### config.mk
export PLATFORM = sky130hd
export DESIGN_NAME = reg_file
export DESIGN_NICKNAME = d
export VERILOG_FILES = /design/src/rtl/reg_file.sv
export SDC_FILE = /design/constraint.sdc
export NUM_CORES = 2
export LEC_CHECK = 0
export ABC_AREA = 1
export BUFFER_PORTS_ARGS = -buffer_cell sky130_fd_sc_hd__buf_2
export CORE_ASPECT_RATIO = 0.7
export CORE_UTILIZATION = 40
export DETAILED_ROUTE_END_ITERATION = 6
export PLACE_DENSITY = 0.64
export SLEW_MARGIN = 30
export SYNTH_ARGS = -nofsm -noshare
export SYNTH_HDL_FRONTEND = slang
export SYNTH_SLANG_ARGS = --single-unit
### constraint.sdc
create_clock -name clk -period 2.1 [get_ports clk]
set_input_delay 0.105 -clock clk [delete_from_list [all_inputs] [get_ports clk]]
set_output_delay 0.105 -clock clk [all_outputs]
set_load 0.05 [all_outputs]
### src/rtl/reg_file.sv
// Architectural register file with rename tags. Accepts ROB commits and issue-time renames,
// and answers two source-operand queries with a same-cycle commit bypass.
module reg_file #(
   parameter int unsigned ROB_LOG = 4
) (
   input  logic               clk,
   input  logic               rst,
   input  logic               rdy,
   input  logic               flush,
   input  logic               commit_en,
   input  logic [4:0]         commit_index,
   input  logic [ROB_LOG-1:0] commit_rob_id,
   input  logic [31:0]        commit_value,
   input  logic               rename_en,
   input  logic [4:0]         rename_index,
   input  logic [ROB_LOG-1:0] rename_rob_id,
   input  logic [4:0]         rs1_index,
   output logic               rs1_busy,
   output logic [ROB_LOG-1:0] rs1_rob_id,
   output logic [31:0]        rs1_value,
   input  logic [4:0]         rs2_index,
   output logic               rs2_busy,
   output logic [ROB_LOG-1:0] rs2_rob_id,
   output logic [31:0]        rs2_value
);

   typedef struct packed {
      logic               busy;
      logic [ROB_LOG-1:0] tag;
      logic [31:0]        value;
   } query_t;

   logic [31:0]        value_q [32];
   logic [ROB_LOG-1:0] tag_q   [32];
   logic [31:0]        busy_q;

   logic commit_ok;
   logic commit_match;
   logic rename_ok;

   // Decode which of this cycle's updates are allowed to touch state.
   always_comb begin
      commit_ok    = rdy && commit_en && (commit_index != 5'd0);
      commit_match = busy_q[commit_index] && (tag_q[commit_index] == commit_rob_id);
      rename_ok    = rdy && rename_en && (rename_index != 5'd0) && !flush;
   end

   // State update: commit value write, then busy clear on tag match, then flush or rename.
   // Entry 0 is never written, so it stays at its reset value of zero.
   always_ff @(posedge clk or negedge rst) begin
      if (!rst) begin
         for (int i = 0; i < 32; i++) begin
            value_q[i] <= '0;
            tag_q[i]   <= '0;
         end
         busy_q <= '0;
      end else if (rdy) begin
         if (commit_ok) begin
            // A stale tag still writes the value; only the busy clear is tag-qualified.
            value_q[commit_index] <= commit_value;
            if (commit_match) begin
               busy_q[commit_index] <= 1'b0;
            end
         end
         if (flush) begin
            busy_q <= '0;
         end else if (rename_ok) begin
            // Later assignment wins, so a rename overrides a same-index busy clear.
            busy_q[rename_index] <= 1'b1;
            tag_q[rename_index]  <= rename_rob_id;
         end
      end
   end

   // Query with same-cycle commit bypass; renames in this cycle are deliberately invisible.
   function automatic query_t lookup(input logic [4:0] idx);
      query_t r;
      r = '0;
      if (idx != 5'd0) begin
         r.tag = tag_q[idx];
         if (rdy && commit_en && (commit_index == idx) && busy_q[idx]
             && (tag_q[idx] == commit_rob_id)) begin
            r.busy  = 1'b0;
            r.value = commit_value;
         end else begin
            r.busy  = busy_q[idx];
            r.value = value_q[idx];
         end
      end
      return r;
   endfunction

   query_t q1;
   query_t q2;

   // Drive both read ports from the shared lookup.
   always_comb begin
      q1         = lookup(rs1_index);
      q2         = lookup(rs2_index);
      rs1_busy   = q1.busy;
      rs1_rob_id = q1.tag;
      rs1_value  = q1.value;
      rs2_busy   = q2.busy;
      rs2_rob_id = q2.tag;
      rs2_value  = q2.value;
   end

endmodule

==> flow_summary.ini <==
[synthesis]
synth_top_area_share_pct = 43.8
yosys_most_used_dff = dfrtp_1
syn_area_per_cell_um2 = 7.04
async_reset_ff_share_pct = 100
yosys-top-cells-area = dfrtp_1 (44%), nand2_1 (19%), o21ai_0 (11%)
synthDistinctLibCells = 40
synthCells = 9620
synth_area_um2 = 67700
synth_seq_cells = 1184
yosysWarningCount = 0
synth_fp_nets = 9686
synth_top_area_cell = dfrtp_1
synth-edff-count = 0
synth-seq-area-share_pct = 43.8

[clock_network]
cts_sinks = 1184
clock_path_buffers = 3
cts_tree = done
clkTransAtPathRegs_ps = 60
clk_latency_ps = 810
htreeDepth = 3
cts_made_buffers = 120
clockRootBuffer = clkbuf_16

[sta]
max_freq_mhz = 295
skew_ps = 25.1
slew_headroom_pct = 47.7
setup_tns_ps = -87320
setup_ws_ps = -1290
period_needed_ps = 3390
maxSlewViolCount = 0
fin_crit_sh_pct = 161
setup_viol = 105
hold_violations = 0
rsz0062_at_grt = true
tightestPinTransition_ps = 775

[global_routing]
grt_pass1_vias = 69500
grt_max_degree = 102
grt-ovfl-total = 0
grt_pass1_wl_um = 457000
antenna_found_initial = 11
grt_usage_pct = 35.2

[critical_path]
rr_worst_depth = 19
path_cells = nand2_1 > nand3_1 > nand3_2 > nand2_2 > nand2_2 > nand3_2 > nand2_2 > xor2_1 > nand2_2 > nor2_4 > buf_12 > buf_12 > buf_4 > a21oi_2 > nor2_4 > buf_12 > buf_12
worstPathArrival_ps = 3280
crit_type = reg2out
critPathSlowestCell = dfrtp_1
cp-start-kind = flop
max_stage_delay_ps = 440
cp_max_fo = 6
critPathCaptureType = primary output
required_ps = 2000

[placed_design]
gp_congestion = 1.02
detailed_place_hpwl_um = 191000
port_buffers = 139
post-place-ws_ps = -884
placed_cells = 11900

[power]
p_leak_uw = 0.0382
ir_worst_vdd_mv = 0.724
pwr_density_cell_nw_per_um2 = 774

[final_layout]
seq_area_um2 = 29600
drive_gt1_share_pct = 17.2
utilization_pct = 50.9
finalNonFillerCells = 12300
nNetsFinal = 9994
fillers = 15700
areaGrowthSynthToFinish_pct = 25.5
multi_input_area_um2 = 35400

[floorplan]
fp.dieH_um = 346
dieArea_um2 = 171000
fp-row-count = 125
core_area_um2 = 167000
io_pins = 140
die_w_um = 494
start_util_pct = 40.5

[route]
drtAntennaViolNets = 0
drtIter0Drc = 12400
vias_per_cell = 6.08
drc = 0
wl_um = 307000
vias = 74600
firstDrtPassIters = 7
routedWlPerCell_um = 25.1

[outcome]
status = complete, but fails checks
failed_checks = setup timing

[worst_hold_path]
min_path_cells = 6
hold_path.class = in2reg

[run]
timing.max_cap.violations = 0
critical path: cells and delay by family (launching register included):
kind | cells | cell delay (ps)
xor+xnor | 1 | 180
compound gates | 1 | 70
buf+inv | 5 | 700
flops | 1 | 440
simple gates | 10 | 1050
cell usage in the layout, fill, tap and decap left out, types with 26 or more instances in the layout:
cell           Yosys  routed
nand2_1         3351    3185
o21ai_0         1482    1471
dfrtp_1         1184    1176
a21oi_1          901     839
nand3_1          873     763
buf_4             43     621
inv_1            265     252
buf_12             0     234
o311ai_0         167     167
nand2_2            1     127
clkbuf_16          0     125
nand3_2            0      84
nor2_4             0      84
nor2_1           176      84
o21ai_1           63      70
o311ai_1          58      58
buf_2            213      57
buf_6             19      52
dlygate4sd3_1      0      47
a21oi_2            0      42
nand2_4            0      40
buf_8              0      39
clkinv_2           0      35
inv_2             31      35
nand4_1           34      34
clkbuf_8           0      32
clkinv_1          30      29
nand3_4            0      26
path summary, 6_finish.rpt:
path / to / slack (ps) / start
hold / removal: busy_q[11]$_DFFE_PN0P_ / 110 / rdy
setup / recovery: rs1_value[0] / -1290 / tag_q[88]$_DFFE_PN0P_
hold reg to reg: value_q[997]$_DFFE_PN0P_ / 380 / value_q[997]$_DFFE_PN0P_
setup reg to reg: busy_q[26]$_DFFE_PN0P_ / -300 / tag_q[90]$_DFFE_PN0P_
max in group asynchronous: value_q[878]$_DFFE_PN0P_ / 1260 / rst
min in group asynchronous: value_q[422]$_DFFE_PN0P_ / 150 / rst
through the flow:
step	instance area (µm²)	power, µW	hold slack, ps
3_3_place_gp	76900	40700	41.3
4_1_cts	83900	65200	56.3
5_1_grt	85000	68300	101
6_report	85000	65800	109
3_5_place_dp	76900	41100	46.1
2_1_floorplan	68200	35300	-191
logic make-up (layout without fill, tap and decap cells):
family	Yosys count	in the layout	synth area share [%]
simple gates	4466	4466	26.6
flops	1184	1184	43.8
other cells	0	5	0
xor+xnor	6	6	0.0776
buf+inv	1206	1619	7.54
compound gates	2758	2758	22.0
report_power, final:
group	total (µW)	internal, µW	switching [µW]
Clock	23600	13400	10200
Sequential	27900	25700	2170
Combinational	14300	5260	9030
Total	65800	44300	21400
cells in the mapped netlist, types with 2 or more instances:
library cell,number
a32o_1,5
nand2_1,3351
nand4_1,34
o311ai_1,58
nor2_2,9
inv_2,31
clkinv_1,30
a221o_1,15
o21ai_0,1482
buf_2,213
dfrtp_1,1184
a211oi_1,17
inv_4,2
a221oi_1,3
a31oi_1,6
nor3_1,16
a21oi_1,901
nand3_1,873
o22ai_1,2
inv_1,265
buf_1,52
buf_4,43
a22oi_1,11
o21ai_1,63
o221ai_1,3
clkbuf_1,551
buf_6,19
o211ai_1,23
xor2_1,5
o311ai_0,167
nor3_2,2
nor2_1,176
sequential cells by signal, indices dropped and copies added (netlist names):
name and count:
tag_q 128, value_q 1024, busy_q 32
cell type report:
| type | instances | share of cell area (%) |
|---|---|---|
| antenna | 5 | 0.0147 |
| clock buffer | 174 | 4.20 |
| clock inverter | 53 | 0.785 |
| inverter | 328 | 1.52 |
| multi-input combinational | 7230 | 41.7 |
| sequential | 1184 | 34.9 |
| tap | 2222 | 3.27 |
| timing repair buffer | 1064 | 13.7 |
repair_timing:
action	4_1_cts	5_1_grt
resized for setup	428	243
setup buffers	56	25
gates cloned	15	2
hold buffers	48	0
hold endpoints to repair	1607	0
pin swaps	159	196
endpoints found under the setup margin	105	105
routing by layer:
layer  vias to the layer above  share of wire (%)  global-route usage (%)
met5                         -             0.0039                       0
met4                         2                6.1                    18.5
met3                      1000                 14                    10.6
met2                      5379                 40                    48.8
met1                     35300                 39                    48.9
li1                      32900                  -                       -
Power figures use the tool's default switching activity.
